[config.mk]
export PLATFORM = sky130hd
export DESIGN_NAME = execute_pipe_flat
export DESIGN_NICKNAME = d
export VERILOG_FILES = /design/src/rtl/y86_pkg.sv /design/src/rtl/execute_pipe_if.sv /design/src/rtl/y86_alu.sv /design/src/rtl/execute_pipe.sv /design/src/flat_wrapper.sv
export SDC_FILE = /design/constraint.sdc
export NUM_CORES = 1
export LEC_CHECK = 0
export BUFFER_PORTS_ARGS = -buffer_cell sky130_fd_sc_hd__buf_2
export CAP_MARGIN = 20
export CORE_UTILIZATION = 35
export CTS_BUF_LIST = sky130_fd_sc_hd__clkbuf_8
export DETAILED_ROUTE_END_ITERATION = 10
export GPL_ROUTABILITY_DRIVEN = 0
export GPL_TIMING_DRIVEN = 0
export SKIP_CTS_REPAIR_TIMING = 1
export SYNTH_ARGS = -nofsm -noshare
export SYNTH_HDL_FRONTEND = slang
export SYNTH_HIERARCHICAL = 1
export SYNTH_SLANG_ARGS = --single-unit
export TNS_END_PERCENT = 50
[constraint.sdc]
create_clock -name clk -period 9.7 [get_ports clk]
set_input_delay 1.455 -clock clk [delete_from_list [all_inputs] [get_ports clk]]
set_output_delay 1.455 -clock clk [all_outputs]
set_load 0.05 [all_outputs]
[src/rtl/y86_pkg.sv]
// Y86-64 shared definitions: instruction codes, ALU functions,
// status codes, condition-function codes and the null register id.
package y86_pkg;

  localparam logic [3:0] I_HALT   = 4'h0;
  localparam logic [3:0] I_NOP    = 4'h1;
  localparam logic [3:0] I_RRMOVQ = 4'h2;
  localparam logic [3:0] I_IRMOVQ = 4'h3;
  localparam logic [3:0] I_RMMOVQ = 4'h4;
  localparam logic [3:0] I_MRMOVQ = 4'h5;
  localparam logic [3:0] I_OPQ    = 4'h6;
  localparam logic [3:0] I_JXX    = 4'h7;
  localparam logic [3:0] I_CALL   = 4'h8;
  localparam logic [3:0] I_RET    = 4'h9;
  localparam logic [3:0] I_PUSHQ  = 4'hA;
  localparam logic [3:0] I_POPQ   = 4'hB;

  typedef enum logic [1:0] {
    ALU_ADD = 2'd0,
    ALU_SUB = 2'd1,
    ALU_AND = 2'd2,
    ALU_XOR = 2'd3
  } alufun_e;

  localparam logic [1:0] S_AOK = 2'd0;
  localparam logic [1:0] S_HLT = 2'd1;
  localparam logic [1:0] S_ADR = 2'd2;
  localparam logic [1:0] S_INS = 2'd3;

  localparam logic [3:0] RNONE = 4'hF;

  localparam logic [3:0] C_ALWAYS = 4'h0;
  localparam logic [3:0] C_LE     = 4'h1;
  localparam logic [3:0] C_L      = 4'h2;
  localparam logic [3:0] C_E      = 4'h3;
  localparam logic [3:0] C_NE     = 4'h4;
  localparam logic [3:0] C_GE     = 4'h5;
  localparam logic [3:0] C_G      = 4'h6;

endpackage

[src/rtl/execute_pipe_if.sv]
// Execute-stage bundle: E-register fields and stage controls in,
// forwarding path, condition codes and M register out.
interface execute_pipe_if #(
  parameter int WIDTH = 64
);
  logic [1:0]       E_stat;
  logic [3:0]       E_icode;
  logic [3:0]       E_ifun;
  logic [WIDTH-1:0] E_valC;
  logic [WIDTH-1:0] E_valA;
  logic [WIDTH-1:0] E_valB;
  logic [3:0]       E_dstE;
  logic [3:0]       E_dstM;
  logic [1:0]       m_stat;
  logic [1:0]       W_stat;
  logic             M_stall;
  logic             M_bubble;

  logic [WIDTH-1:0] e_valE;
  logic [3:0]       e_dstE;
  logic             e_Cnd;
  logic [2:0]       cc;
  logic [1:0]       M_stat;
  logic [3:0]       M_icode;
  logic             M_Cnd;
  logic [WIDTH-1:0] M_valE;
  logic [WIDTH-1:0] M_valA;
  logic [3:0]       M_dstE;
  logic [3:0]       M_dstM;

  modport master (
    output E_stat, E_icode, E_ifun,
    output E_valC, E_valA, E_valB,
    output E_dstE, E_dstM,
    output m_stat, W_stat,
    output M_stall, M_bubble,
    input  e_valE, e_dstE, e_Cnd, cc,
    input  M_stat, M_icode, M_Cnd,
    input  M_valE, M_valA,
    input  M_dstE, M_dstM
  );

  modport slave (
    input  E_stat, E_icode, E_ifun,
    input  E_valC, E_valA, E_valB,
    input  E_dstE, E_dstM,
    input  m_stat, W_stat,
    input  M_stall, M_bubble,
    output e_valE, e_dstE, e_Cnd, cc,
    output M_stat, M_icode, M_Cnd,
    output M_valE, M_valA,
    output M_dstE, M_dstM
  );
endinterface

[src/rtl/y86_alu.sv]
// Y86 ALU: add/sub/and/xor with zero, sign and overflow flags.
// Subtraction is B minus A, matching the subq operand order.
module y86_alu
  import y86_pkg::*;
#(
  parameter int WIDTH = 64
) (
  input  logic [WIDTH-1:0] alu_a_i,
  input  logic [WIDTH-1:0] alu_b_i,
  input  alufun_e          alufun_i,
  output logic [WIDTH-1:0] val_e_o,
  output logic             zf_o,
  output logic             sf_o,
  output logic             of_o
);

  logic sa;
  logic sb;
  logic sr;

  always_comb begin
    val_e_o = '0;
    unique case (alufun_i)
      ALU_ADD: val_e_o = alu_b_i + alu_a_i;
      ALU_SUB: val_e_o = alu_b_i - alu_a_i;
      ALU_AND: val_e_o = alu_b_i & alu_a_i;
      ALU_XOR: val_e_o = alu_b_i ^ alu_a_i;
      default: val_e_o = '0;
    endcase
  end

  assign sa = alu_a_i[WIDTH-1];
  assign sb = alu_b_i[WIDTH-1];
  assign sr = val_e_o[WIDTH-1];

  always_comb begin
    of_o = 1'b0;
    unique case (alufun_i)
      ALU_ADD: of_o = (sa == sb) && (sr != sa);
      ALU_SUB: of_o = (sa != sb) && (sr != sb);
      default: of_o = 1'b0;
    endcase
  end

  assign zf_o = (val_e_o == '0);
  assign sf_o = sr;

endmodule

[src/rtl/execute_pipe.sv]
// Y86-64 execute stage: operand select, ALU, condition codes,
// cmov/jump condition and the M pipeline register.
module execute_pipe
  import y86_pkg::*;
#(
  parameter int         WIDTH      = 64,
  parameter int         STACK_STEP = WIDTH / 8,
  parameter logic [2:0] CC_RESET   = 3'b100
) (
  input  logic               clk,
  input  logic               rst,
  execute_pipe_if.slave      eif
);

  localparam logic [WIDTH-1:0] STEP = WIDTH'(STACK_STEP);

  logic [WIDTH-1:0] alu_a;
  logic [WIDTH-1:0] alu_b;
  alufun_e          alufun;
  logic [WIDTH-1:0] val_e;
  logic             zf;
  logic             sf;
  logic             of;
  logic             cnd;
  logic             set_cc;
  logic [3:0]       dst_e;

  logic [2:0]       cc_q;
  logic [1:0]       m_stat_q;
  logic [3:0]       m_icode_q;
  logic             m_cnd_q;
  logic [WIDTH-1:0] m_val_e_q;
  logic [WIDTH-1:0] m_val_a_q;
  logic [3:0]       m_dst_e_q;
  logic [3:0]       m_dst_m_q;

  always_comb begin
    alu_a = '0;
    unique case (1'b1)
      eif.E_icode inside {I_RRMOVQ, I_OPQ}:
        alu_a = eif.E_valA;
      eif.E_icode inside {I_IRMOVQ, I_RMMOVQ, I_MRMOVQ}:
        alu_a = eif.E_valC;
      eif.E_icode inside {I_CALL, I_PUSHQ}:
        alu_a = '0 - STEP;
      eif.E_icode inside {I_RET, I_POPQ}:
        alu_a = STEP;
      default:
        alu_a = '0;
    endcase
  end

  always_comb begin
    alu_b = '0;
    if (eif.E_icode inside {I_RMMOVQ, I_MRMOVQ, I_OPQ,
                            I_CALL, I_RET, I_PUSHQ, I_POPQ})
      alu_b = eif.E_valB;
  end

  always_comb begin
    alufun = ALU_ADD;
    if (eif.E_icode == I_OPQ)
      alufun = alufun_e'(eif.E_ifun[1:0]);
  end

  y86_alu #(.WIDTH(WIDTH)) u_alu (
    .alu_a_i  (alu_a),
    .alu_b_i  (alu_b),
    .alufun_i (alufun),
    .val_e_o  (val_e),
    .zf_o     (zf),
    .sf_o     (sf),
    .of_o     (of)
  );

  // Condition is judged against the flags before this cycle's update.
  always_comb begin
    cnd = 1'b0;
    unique case (eif.E_ifun)
      C_ALWAYS: cnd = 1'b1;
      C_LE:     cnd = (cc_q[1] ^ cc_q[0]) | cc_q[2];
      C_L:      cnd = cc_q[1] ^ cc_q[0];
      C_E:      cnd = cc_q[2];
      C_NE:     cnd = ~cc_q[2];
      C_GE:     cnd = ~(cc_q[1] ^ cc_q[0]);
      C_G:      cnd = ~(cc_q[1] ^ cc_q[0]) & ~cc_q[2];
      default:  cnd = 1'b0;
    endcase
  end

  assign set_cc = (eif.E_icode == I_OPQ) &&
                  (eif.m_stat == S_AOK) &&
                  (eif.W_stat == S_AOK) &&
                  !eif.M_stall;

  assign dst_e = (eif.E_icode == I_RRMOVQ && !cnd) ?
                 RNONE : eif.E_dstE;

  always_ff @(posedge clk or posedge rst) begin
    if (rst) begin
      cc_q      <= CC_RESET;
      m_stat_q  <= S_AOK;
      m_icode_q <= I_NOP;
      m_cnd_q   <= 1'b0;
      m_val_e_q <= '0;
      m_val_a_q <= '0;
      m_dst_e_q <= RNONE;
      m_dst_m_q <= RNONE;
    end else begin
      if (set_cc)
        cc_q <= {zf, sf, of};
      if (!eif.M_stall) begin
        if (eif.M_bubble) begin
          m_stat_q  <= S_AOK;
          m_icode_q <= I_NOP;
          m_cnd_q   <= 1'b0;
          m_val_e_q <= '0;
          m_val_a_q <= '0;
          m_dst_e_q <= RNONE;
          m_dst_m_q <= RNONE;
        end else begin
          m_stat_q  <= eif.E_stat;
          m_icode_q <= eif.E_icode;
          m_cnd_q   <= cnd;
          m_val_e_q <= val_e;
          m_val_a_q <= eif.E_valA;
          m_dst_e_q <= dst_e;
          m_dst_m_q <= eif.E_dstM;
        end
      end
    end
  end

  assign eif.e_valE  = val_e;
  assign eif.e_dstE  = dst_e;
  assign eif.e_Cnd   = cnd;
  assign eif.cc      = cc_q;
  assign eif.M_stat  = m_stat_q;
  assign eif.M_icode = m_icode_q;
  assign eif.M_Cnd   = m_cnd_q;
  assign eif.M_valE  = m_val_e_q;
  assign eif.M_valA  = m_val_a_q;
  assign eif.M_dstE  = m_dst_e_q;
  assign eif.M_dstM  = m_dst_m_q;

endmodule

[src/flat_wrapper.sv]
// flat-port wrapper written by rule: the top's interface ports become plain ports
module execute_pipe_flat import y86_pkg::*;
#(
  parameter int         WIDTH      = 64,
  parameter int         STACK_STEP = WIDTH / 8,
  parameter logic [2:0] CC_RESET   = 3'b100
)
  (clk, rst, eif_E_stat, eif_E_icode, eif_E_ifun, eif_E_valC, eif_E_valA, eif_E_valB, eif_E_dstE, eif_E_dstM, eif_m_stat, eif_W_stat, eif_M_stall, eif_M_bubble, eif_e_valE, eif_e_dstE, eif_e_Cnd, eif_cc, eif_M_stat, eif_M_icode, eif_M_Cnd, eif_M_valE, eif_M_valA, eif_M_dstE, eif_M_dstM);
  execute_pipe_if #(.WIDTH(WIDTH)) eif_i ();
  input  logic clk;
  input  logic rst;
  input wire logic [$bits(eif_i.E_stat)-1:0] eif_E_stat;
  input wire logic [$bits(eif_i.E_icode)-1:0] eif_E_icode;
  input wire logic [$bits(eif_i.E_ifun)-1:0] eif_E_ifun;
  input wire logic [$bits(eif_i.E_valC)-1:0] eif_E_valC;
  input wire logic [$bits(eif_i.E_valA)-1:0] eif_E_valA;
  input wire logic [$bits(eif_i.E_valB)-1:0] eif_E_valB;
  input wire logic [$bits(eif_i.E_dstE)-1:0] eif_E_dstE;
  input wire logic [$bits(eif_i.E_dstM)-1:0] eif_E_dstM;
  input wire logic [$bits(eif_i.m_stat)-1:0] eif_m_stat;
  input wire logic [$bits(eif_i.W_stat)-1:0] eif_W_stat;
  input wire logic [$bits(eif_i.M_stall)-1:0] eif_M_stall;
  input wire logic [$bits(eif_i.M_bubble)-1:0] eif_M_bubble;
  output wire logic [$bits(eif_i.e_valE)-1:0] eif_e_valE;
  output wire logic [$bits(eif_i.e_dstE)-1:0] eif_e_dstE;
  output wire logic [$bits(eif_i.e_Cnd)-1:0] eif_e_Cnd;
  output wire logic [$bits(eif_i.cc)-1:0] eif_cc;
  output wire logic [$bits(eif_i.M_stat)-1:0] eif_M_stat;
  output wire logic [$bits(eif_i.M_icode)-1:0] eif_M_icode;
  output wire logic [$bits(eif_i.M_Cnd)-1:0] eif_M_Cnd;
  output wire logic [$bits(eif_i.M_valE)-1:0] eif_M_valE;
  output wire logic [$bits(eif_i.M_valA)-1:0] eif_M_valA;
  output wire logic [$bits(eif_i.M_dstE)-1:0] eif_M_dstE;
  output wire logic [$bits(eif_i.M_dstM)-1:0] eif_M_dstM;
  assign eif_i.E_stat = eif_E_stat;
  assign eif_i.E_icode = eif_E_icode;
  assign eif_i.E_ifun = eif_E_ifun;
  assign eif_i.E_valC = eif_E_valC;
  assign eif_i.E_valA = eif_E_valA;
  assign eif_i.E_valB = eif_E_valB;
  assign eif_i.E_dstE = eif_E_dstE;
  assign eif_i.E_dstM = eif_E_dstM;
  assign eif_i.m_stat = eif_m_stat;
  assign eif_i.W_stat = eif_W_stat;
  assign eif_i.M_stall = eif_M_stall;
  assign eif_i.M_bubble = eif_M_bubble;
  assign eif_e_valE = eif_i.e_valE;
  assign eif_e_dstE = eif_i.e_dstE;
  assign eif_e_Cnd = eif_i.e_Cnd;
  assign eif_cc = eif_i.cc;
  assign eif_M_stat = eif_i.M_stat;
  assign eif_M_icode = eif_i.M_icode;
  assign eif_M_Cnd = eif_i.M_Cnd;
  assign eif_M_valE = eif_i.M_valE;
  assign eif_M_valA = eif_i.M_valA;
  assign eif_M_dstE = eif_i.M_dstE;
  assign eif_M_dstM = eif_i.M_dstM;
  execute_pipe #(.WIDTH(WIDTH), .STACK_STEP(STACK_STEP), .CC_RESET(CC_RESET)) u_core (.clk(clk), .rst(rst), .eif(eif_i));
endmodule
# == Word-level counts from Yosys, hierarchy flattened ==
# Cells that the tools add are included.
# totals
register_bits,146
latch_bits,0
mem_bits_rw,0
romBits,0
input_bits,218
out_inout_bits,215
wordCells,71
mem_count,0
# classes
n_addsub,2
multipliers,0
div_mod_pow,0
magnitude_cmp,0
eq_ne,22
shift,0
n_mux,14
bitwise_logic,7
n_reduce_logical,18
# op_table
op,n
64-bit case mux with 4 select lines,2
64-bit two-way mux,3
64-bit adder,1
64-bit bitwise AND,1
64-bit zero test,1
64-bit subtractor,1
64-bit XOR,1
"4-bit by 3-bit == test with 1-bit output, second input constant",6
"4-bit by 2-bit == test with 1-bit output, second input constant",4
"4-bit == test, second input constant",4
4-bit two-way mux,4
1-bit case mux with 7 select lines,1
7-bit nonzero test,1
1-bit logical AND,6
2-bit zero test,3
2-bit nonzero test,3
"2-bit == test, second input constant",2
"4-bit by 1-bit == test with 1-bit output, second input constant",1
4-bit zero test,1
2-bit two-way mux,2
1-bit inequality test,3
3-bit nonzero test,1
"2-bit by 1-bit == test with 1-bit output, second input constant",1
1-bit zero test,2
7 further kinds,8

# == Depth between registers and ports, before layout ==
# Gate-level depths: netlist of run 1.
# depth
depth_word,8
mapped_depth,35
mapped_depth_nobuf,29

# == By module ==
# The synthesis of run 1 kept the hierarchy.
# by_module_without_submodules
mod,instances,cells_per_inst,area_per_inst_um2,seq_area_each_um2
y86_alu,1,1144,7718.7,0.0
execute_pipe,1,620,6805.3,3666.0

# == Worst setup path after synthesis of run 1 ==
# No wires, ideal clock.
# synth_timing
path_kind,input port to output port
start,input eif_E_icode[0]
end,output eif_e_valE[60]
t_arrival_ns,8.826
t_required_ns,8.245
setup_slack_ns,-0.581
stages,29
n_path_buf,13
cell_sequence,nor3b_2 > buf_4 > buf_4 > and3_1 > buf_2 > buf_4 > buf_2 > buf_2 > buf_2 > buf_1 > buf_2 > buf_1 > buf_2 > nand2_1 > clkbuf_1 > clkbuf_1 > nand2_1 > o21ai_0 > fa_1 > nand2b_1 > a21oi_1 > o21ai_0 > a211o_1 > and3_1 > o21ai_0 > a21oi_1 > o31ai_1 > a31oi_1 > a311oi_1
# synth_between
word_cells_on_any_way,26
cone_classes,2 x add/sub; 12 x eq/ne; 4 x mux; 2 x bitwise; 6 x reduce/logical
# synth_rtl
element,line_no,rtl
start: declaration,flat_wrapper.sv:13,input wire logic [$bits(eif_i.E_icode)-1:0] eif_E_icode;
4-bit by 3-bit == test with 1-bit output *,execute_pipe.sv:62,if (eif.E_icode == I_OPQ)
2-bit two-way mux *,execute_pipe.sv:62,
via u_core.alufun[0],execute_pipe.sv:19,alufun_e alufun;
2-bit == test (tied with other cells),y86_alu.sv:23,unique case (alufun_i)
64-bit case mux with 4 select lines *,y86_alu.sv:23,
end: declaration,flat_wrapper.sv:24,output wire logic [$bits(eif_i.e_valE)-1:0] eif_e_valE;
# Mark *: on every way through the listed nets, which the timed path passes. The rest lies on a longest branch.

# == Worst setup path after layout of run 1 ==
# layout_timing
start,input eif_E_icode[3]
end,output eif_e_valE[58]
# layout_between
elab_chain_len,5
word_cells_on_any_way,26
cone_classes,2 x add/sub; 12 x eq/ne; 4 x mux; 2 x bitwise; 6 x reduce/logical
# layout_rtl
element,line_no,rtl
4-bit by 2-bit == test with 1-bit output (tied with other cells),execute_pipe.sv:42,"eif.E_icode inside {I_IRMOVQ, I_RMMOVQ, I_MRMOVQ}:"
3-bit nonzero test (tied with other cells),execute_pipe.sv:42,
64-bit case mux with 4 select lines *,execute_pipe.sv:39,unique case (1'b1)
via u_core.alu_a[8],execute_pipe.sv:17,logic [WIDTH-1:0] alu_a;
64-bit subtractor / 64-bit adder (equally long branches),"y86_alu.sv:25, y86_alu.sv:24",
64-bit case mux with 4 select lines *,y86_alu.sv:23,
# Marked as above.

==> results.sh, run 1 <==
export IMPL_met2_usage_pct=46.9
export IMPL_yosys_warnings=6
export IMPL_grt_first_pass_wirelength_um=96300
export IMPL_swShare_pct=52.5
export IMPL_rows=74
export IMPL_synth_seq_area_share_pct=25.2
export IMPL_arrival_ns=8.07
export IMPL_ff_latch_area_um2=3670
export IMPL_crit_path_end_kind="output pin"
export IMPL_synth_nets=2111
export IMPL_p_seq_share_pct=25.7
export IMPL_pin_count=433
export IMPL_avgSynthCellArea_um2=8.23
export IMPL_wirelength_um=66900
export IMPL_hold_slack_ns=0.490
export IMPL_detail_route_first_pass_iterations=5
export IMPL_grt_overflow=0
export IMPL_fin_nets=2565
export IMPL_path_max_fanout=10
export IMPL_finalSetupViolations=0
export IMPL_use_met3_pct=7.33
export IMPL_skew_ns=0.00898
export IMPL_numCtsBuffers=17
export IMPL_cts_buffer_depth=2
export IMPL_antenna_found_initial=9
export IMPL_syn_area_um2=14500
export IMPL_via_per_inst=5.94
export IMPL_clock_sinks=146
export IMPL_async_flop_share_pct=100
export IMPL_area_growth_pct=25.0
export IMPL_place_inst=2730
export IMPL_grtUsageMet1_pct=41.7
export IMPL_grt_pass1_vias=15300
export IMPL_multi_input_area_um2=10300
export IMPL_dpl_hpwl_um=55600
export IMPL_outcome="finished, final reports clean"
export IMPL_routedWlPerCell_um=24.1
export IMPL_worstSetupStartpointType="input port"
export IMPL_fp_dieH_um=206
export IMPL_post_route_period_util_pct=98.2
export IMPL_setup_tns_ns=0
export IMPL_grt_max_degree=87
export IMPL_maxSlewViolCount=0
export IMPL_p_int_uw=1330
export IMPL_powerDensity_nw_per_um2=154
export IMPL_fin_cells=2770
export IMPL_core_um2=40900
export IMPL_utilization_pct=44.4
export IMPL_synth_cells=1764
export IMPL_fillerInstances=4213
export IMPL_required_ns=8.25
export IMPL_drc=0
export IMPL_grt_usage_pct=31.0
export IMPL_maxCapViolCount=0
export IMPL_power_share_combinational_pct=56.8
export IMPL_hold_viol=0
export IMPL_ir_worst_vdd_uv=149
export IMPL_ant_nets=0
export IMPL_drive_gt1_share_pct=27.6
export IMPL_port_buffer_count=432
export IMPL_pwr_share_clk_pct=17.5
export IMPL_path_class="input port to output pin"
export IMPL_vias=16500
export IMPL_dieArea_um2=42300
export IMPL_die_x_um=206
export IMPL_net_switching_power_uw=1470
export IMPL_fmax_ghz=0.105
export IMPL_clk_pin_slew_ns=0.09
export IMPL_ys_ff_latch=146
export IMPL_start_util_pct=35.5
export IMPL_hold_class="flop to flop"
export IMPL_drt_iter0_drc=1627
export IMPL_finalCriticalPeriod_ns=9.53
export IMPL_ctsHtreeMaxLevel=4
export IMPL_synthDistinctLibCells=80
export IMPL_root_buffer="clkbuf_8"
export IMPL_tightest_slew_ns=0.990
export IMPL_top_usage_layer="met2"
export IMPL_leakage_uw=0.00876
export IMPL_insertion_delay_ns=0.56
export IMPL_synthFlopType="dfrtp_1"
export IMPL_maxSlewHeadroom_pct=34.0
export IMPL_fin_total_pwr_uw=2790
export IMPL_synth_edf_count=0
export IMPL_cts_tree="built"
metrics by stage:
step / area (um2) / worst slack [ns]
6_report: 18200 / 0.172
5_1_grt: 18200 / -0.0295
4_1_cts: 17800 / -2.85
3_5_place_dp: 17400 / -2.85
3_3_place_gp: 17400 / -2.68
2_1_floorplan: 14500 / -0.116
critical path: stages:
cell and delay [ns]:
buf_2 0.18, and2b_4 0.20, and2b_1 0.17, buf_6 0.15, buf_6 0.15, a221o_2 0.38
or4_1 0.54, or3_1 0.37, nor3_2 0.23, nand3_1 0.27, or3_4 0.46, nor3_2 0.33
a21oi_1 0.15, xnor2_1 0.21, ha_1 0.26, clkbuf_1 0.22, a21oi_1 0.25, o21ai_0 0.16
nand2b_1 0.18, o31ai_2 0.40, o21ai_1 0.19, a21o_1 0.23, a21oi_1 0.17, xor2_1 0.08
o21ai_1 0.32, buf_2 0.34
Yosys cell counts, drive strengths merged (30+ instances only):
| cell type | count | share of area, % |
|---|---|---|
| o21ai | 174 | 6.0 |
| o211ai | 30 | 1.6 |
| nand2b | 37 | 1.6 |
| dfrtp | 136 | 23 |
| xnor2 | 45 | 2.7 |
| a22o | 92 | 5.5 |
| clkbuf | 66 | 1.7 |
| ha | 128 | 11 |
| a21oi | 121 | 4.4 |
| nor2 | 91 | 2.5 |
| xor2 | 72 | 4.3 |
| inv | 33 | 0.85 |
| buf | 54 | 2.6 |
| nand2 | 216 | 5.6 |
| a221o | 60 | 4.1 |
| nor2b | 76 | 3.3 |
kinds of logic after synthesis:
family | synth area share [%]
adder cells (fa/ha/maj) | 11.2
AO/OA/AOI/OAI | 29.0
flip-flops | 25.2
buffers and inverters | 5.19
multiplexers | 3.18
XOR/XNOR | 7.06
AND/OR/NAND/NOR | 19.2
layer usage:
layer | vias up | wire, um
li1 | 7492 | -
met1 | 7943 | 29300
met2 | 888 | 29100
met3 | 132 | 5870
met4 | 4 | 2560
met5 | - | 31
state kept, by name, summed over array words and instances (netlist names):
name and count:
u_core/eif.M_dstE 4, u_core/eif.M_valA 64, u_core/eif.M_Cnd 1, u_core/eif.cc 3, u_core/eif.M_valE 64, u_core/eif.M_icode 4, u_core/eif.M_dstM 4, u_core/eif.M_stat 2
final timing paths:
path,startpoint,end,slack [ns],depth (start not counted)
max,eif_E_icode[3],eif_e_valE[58],0.17,26
min,u_core/eif.M_stat[0],u_core/eif.M_stat[0],0.49,2
max reg2reg,u_core/eif.cc[0],u_core/eif.M_Cnd,8.15,5
min reg2reg,u_core/eif.M_stat[0],u_core/eif.M_stat[0],0.49,2
max in group asynchronous,rst,u_core/eif.M_valE[15],7.87,3
min in group asynchronous,rst,u_core/eif.M_valA[55],0.92,2
power groups by stage:
stage	registers [uW]	clock network, uW	logic (uW)
2_1_floorplan	968	0	848
3_3_place_gp	727	0	1520
3_5_place_dp	729	0	1530
4_1_cts	718	509	1540
5_1_grt	727	529	1680
6_report	718	488	1590
layout by cell type, fill, tap and decap left out, types with 72 or more instances in the layout:
cell / netlist / layout
buf_2: 26 / 448
nand2_1: 216 / 215
o21ai_0: 167 / 145
dfrtp_1: 136 / 136
ha_1: 128 / 126
a21oi_1: 117 / 109
a22o_1: 92 / 92
nor2_1: 89 / 86
nor2b_1: 76 / 76
xor2_1: 72 / 72
cell type report:
type                       count  area share (%)
antenna                        7          0.0965
buffer                       109            3.37
clock buffer                  18            1.36
clock inverter                14           0.703
inverter                      34           0.730
multi-input combinational   1464            57.0
sequential                   146            20.2
tap                          532            3.67
timing repair buffer         446            12.9
No activity file was read; power rests on OpenSTA's default activity.
==> inputs of run 2 (changes only) <==
RECOVER_POWER = 50   (was default)
==> run 2 against run 1 <==
  * First-iteration DRC count down 5.9%
  * Hold slack hardly changed
  * Flip-flop and latch count is the same
  * Critical endpoint is now eif_e_valE[63]
  * The flow now finishes with violations (capacitance limit, slew limit)
  * Core utilization is 0.21 points lower
  * Clock power barely moved
  * Highest routed layer unchanged
  * Sequential share of layout area is 0.096 points higher
  * Global-route usage did not move
  * Routed wire length rose by 0.13%
  * Die area is the same
  * Sequential power is essentially flat
  * Cell count about the same
==> results.sh, run 2 (same netlist as run 1, synthesis figures left out) <==
export IMPL_drt_iter0_drc=1531
export IMPL_p_seq_share_pct=25.8
export IMPL_cts_buffer_depth=2
export IMPL_fp_dieH_um=206
export IMPL_hold_class="flop to flop"
export IMPL_path_max_fanout=10
export IMPL_powerDensity_nw_per_um2=154
export IMPL_drc=0
export IMPL_core_um2=40900
export IMPL_net_switching_power_uw=1470
export IMPL_crit_path_start="eif_E_icode[3]"
export IMPL_fin_nets=2565
export IMPL_grt_pass1_vias=15300
export IMPL_outcome="complete, but fails checks"
export IMPL_antenna_found_initial=9
export IMPL_routedWlPerCell_um=24.2
export IMPL_dpl_cell_area_um2=17400
export IMPL_place_inst=2730
export IMPL_grt_usage_pct=31.0
export IMPL_ir_worst_vdd_uv=150
export IMPL_fmax_ghz=0.105
export IMPL_detail_route_first_pass_iterations=5
export IMPL_finalSetupViolations=0
export IMPL_crit_end="eif_e_valE[63]"
export IMPL_grt_overflow=0
export IMPL_crit_path_end_kind="output pin"
export IMPL_ctsHtreeMaxLevel=4
export IMPL_pwr_share_clk_pct=17.5
export IMPL_wirelength_um=67000
export IMPL_finalCriticalPeriod_ns=9.56
export IMPL_grt_first_pass_wirelength_um=96300
export IMPL_worstSetupStartpointType="input port"
export IMPL_path_class="input port to output pin"
export IMPL_clock_sinks=146
export IMPL_fillerInstances=4241
export IMPL_r2r_end="u_core/eif.M_Cnd"
export IMPL_tightest_slew_ns=4.82
export IMPL_skew_ns=0.00921
export IMPL_violations="capacitance limit, slew limit"
export IMPL_pin_count=433
export IMPL_fin_area_um2=18100
export IMPL_rr_startpoint="u_core/eif.cc[0]"
export IMPL_fin_cells=2771
export IMPL_insertion_delay_ns=0.56
export IMPL_maxCapViolCount=2
export IMPL_fin_total_pwr_uw=2790
export IMPL_dpl_hpwl_um=55600
export IMPL_power_share_combinational_pct=56.7
export IMPL_drive_gt1_share_pct=25.7
export IMPL_grt_max_degree=87
export IMPL_swShare_pct=52.7
export IMPL_maxSlewHeadroom_pct=-221
export IMPL_r2r_slack_ns=8.15
export IMPL_hold_viol=0
export IMPL_maxSlewViolCount=149
export IMPL_cts_tree="built"
export IMPL_leakage_uw=0.00859
export IMPL_post_route_period_util_pct=98.6
export IMPL_die_x_um=206
export IMPL_root_buffer="clkbuf_8"
export IMPL_vias=16500
export IMPL_area_growth_pct=24.4
export IMPL_layout_commonest_cell="buf_2"
export IMPL_hold_slack_ns=0.490
export IMPL_numCtsBuffers=17
export IMPL_rows=74
export IMPL_mostFrequentLayoutCells="408 x buf_2, 215 x nand2_1, 145 x o21ai_0"
export IMPL_via_per_inst=5.96
export IMPL_port_buffer_count=432
export IMPL_p_int_uw=1320
export IMPL_dieArea_um2=42300
export IMPL_ff2ff_path_depth=5
export IMPL_ant_nets=0
export IMPL_required_ns=8.25
export IMPL_start_util_pct=35.5
export IMPL_arrival_ns=8.10
export IMPL_clk_pin_slew_ns=0.09
run 2: cell types whose count changed in the layout (fill, tap and decap cells not counted), sizes merged:
cell,previous run,this run
inv,39,38
clkbuf,80,124
diode,7,8
clkinvlp,3,4
buf,493,449
run 2: critical path: stages:
cell,delay (ns)
buf_2,0.18
and2b_4,0.20
and2b_1,0.17
buf_6,0.15
buf_6,0.15
a221o_2,0.38
or4_1,0.54
or3_1,0.37
nor3_2,0.24
nand2_2,0.15
or3_1,0.48
o41ai_1,0.35
xor2_1,0.27
ha_1,0.34
a21oi_1,0.35
o21a_1,0.21
a21boi_0,0.31
nand2_1,0.08
o21ai_0,0.53
a31oi_4,0.26
a31o_2,0.32
nor2_2,0.17
inv_2,0.11
buf_4,0.16
buf_4,0.18
run 2: final cells by class:
class                           count  area [um2]  share of cell area, %
Buffer                            109         608                   3.36
Antenna cell                        8        20.0                  0.111
Clock buffer                       18         248                   1.37
Sequential cell                   146        3670                   20.3
Clock inverter                     14         128                  0.706
Multi-Input combinational cell   1464       10300                   57.3
Timing Repair Buffer              446        2260                   12.5
Inverter                           34         129                  0.713
Tap cell                          532         666                   3.68
run 2: layer usage:
metal / routed length (um) / vias up / share of wire (%) / GRT usage (%)
met1: 29100 / 7944 / 43 / 41.7
met3: 6110 / 138 / 9.1 / 7.33
li1: - / 7481 / - / -
met4: 2590 / 4 / 3.9 / 13.5
met5: 31 / - / 0.046 / 0
met2: 29100 / 941 / 44 / 46.9
run 2: power groups by stage:
stage / registers [uW] / clock network [uW] / logic [uW]
after floorplan: 968 / 0 / 848
after global placement: 727 / 0 / 1520
after detailed placement: 729 / 0 / 1530
after CTS: 718 / 509 / 1540
after global routing: 728 / 529 / 1670
final: 719 / 488 / 1580
run 2: worst min path at each step:
stage | cells past startpoint | startpoint | slack [ns] | to
after floorplan | 2 | u_core/eif.M_icode[0] | 0.60 | u_core/eif.M_icode[0]
after global placement | 2 | u_core/eif.M_valA[28] | 0.46 | u_core/eif.M_valA[28]
after detailed placement | 2 | u_core/eif.M_valA[17] | 0.47 | u_core/eif.M_valA[17]
after CTS | 2 | u_core/eif.M_valA[17] | 0.49 | u_core/eif.M_valA[17]
after global routing | 2 | u_core/eif.M_icode[3] | 0.51 | u_core/eif.M_icode[3]
final | 2 | u_core/eif.M_stat[0] | 0.49 | u_core/eif.M_stat[0]
run 2: through the flow:
stage | setup slack [ns] | TNS, ns | utilization (%)
after floorplan | -0.116 | -0.229 | -
after global placement | -2.68 | -119.98 | 42.4
after detailed placement | -2.85 | -127.34 | 42.5
after CTS | -2.85 | -110.67 | 43.4
after global routing | -0.0295 | -0.0380 | 44.1
final | 0.141 | 0 | 44.2
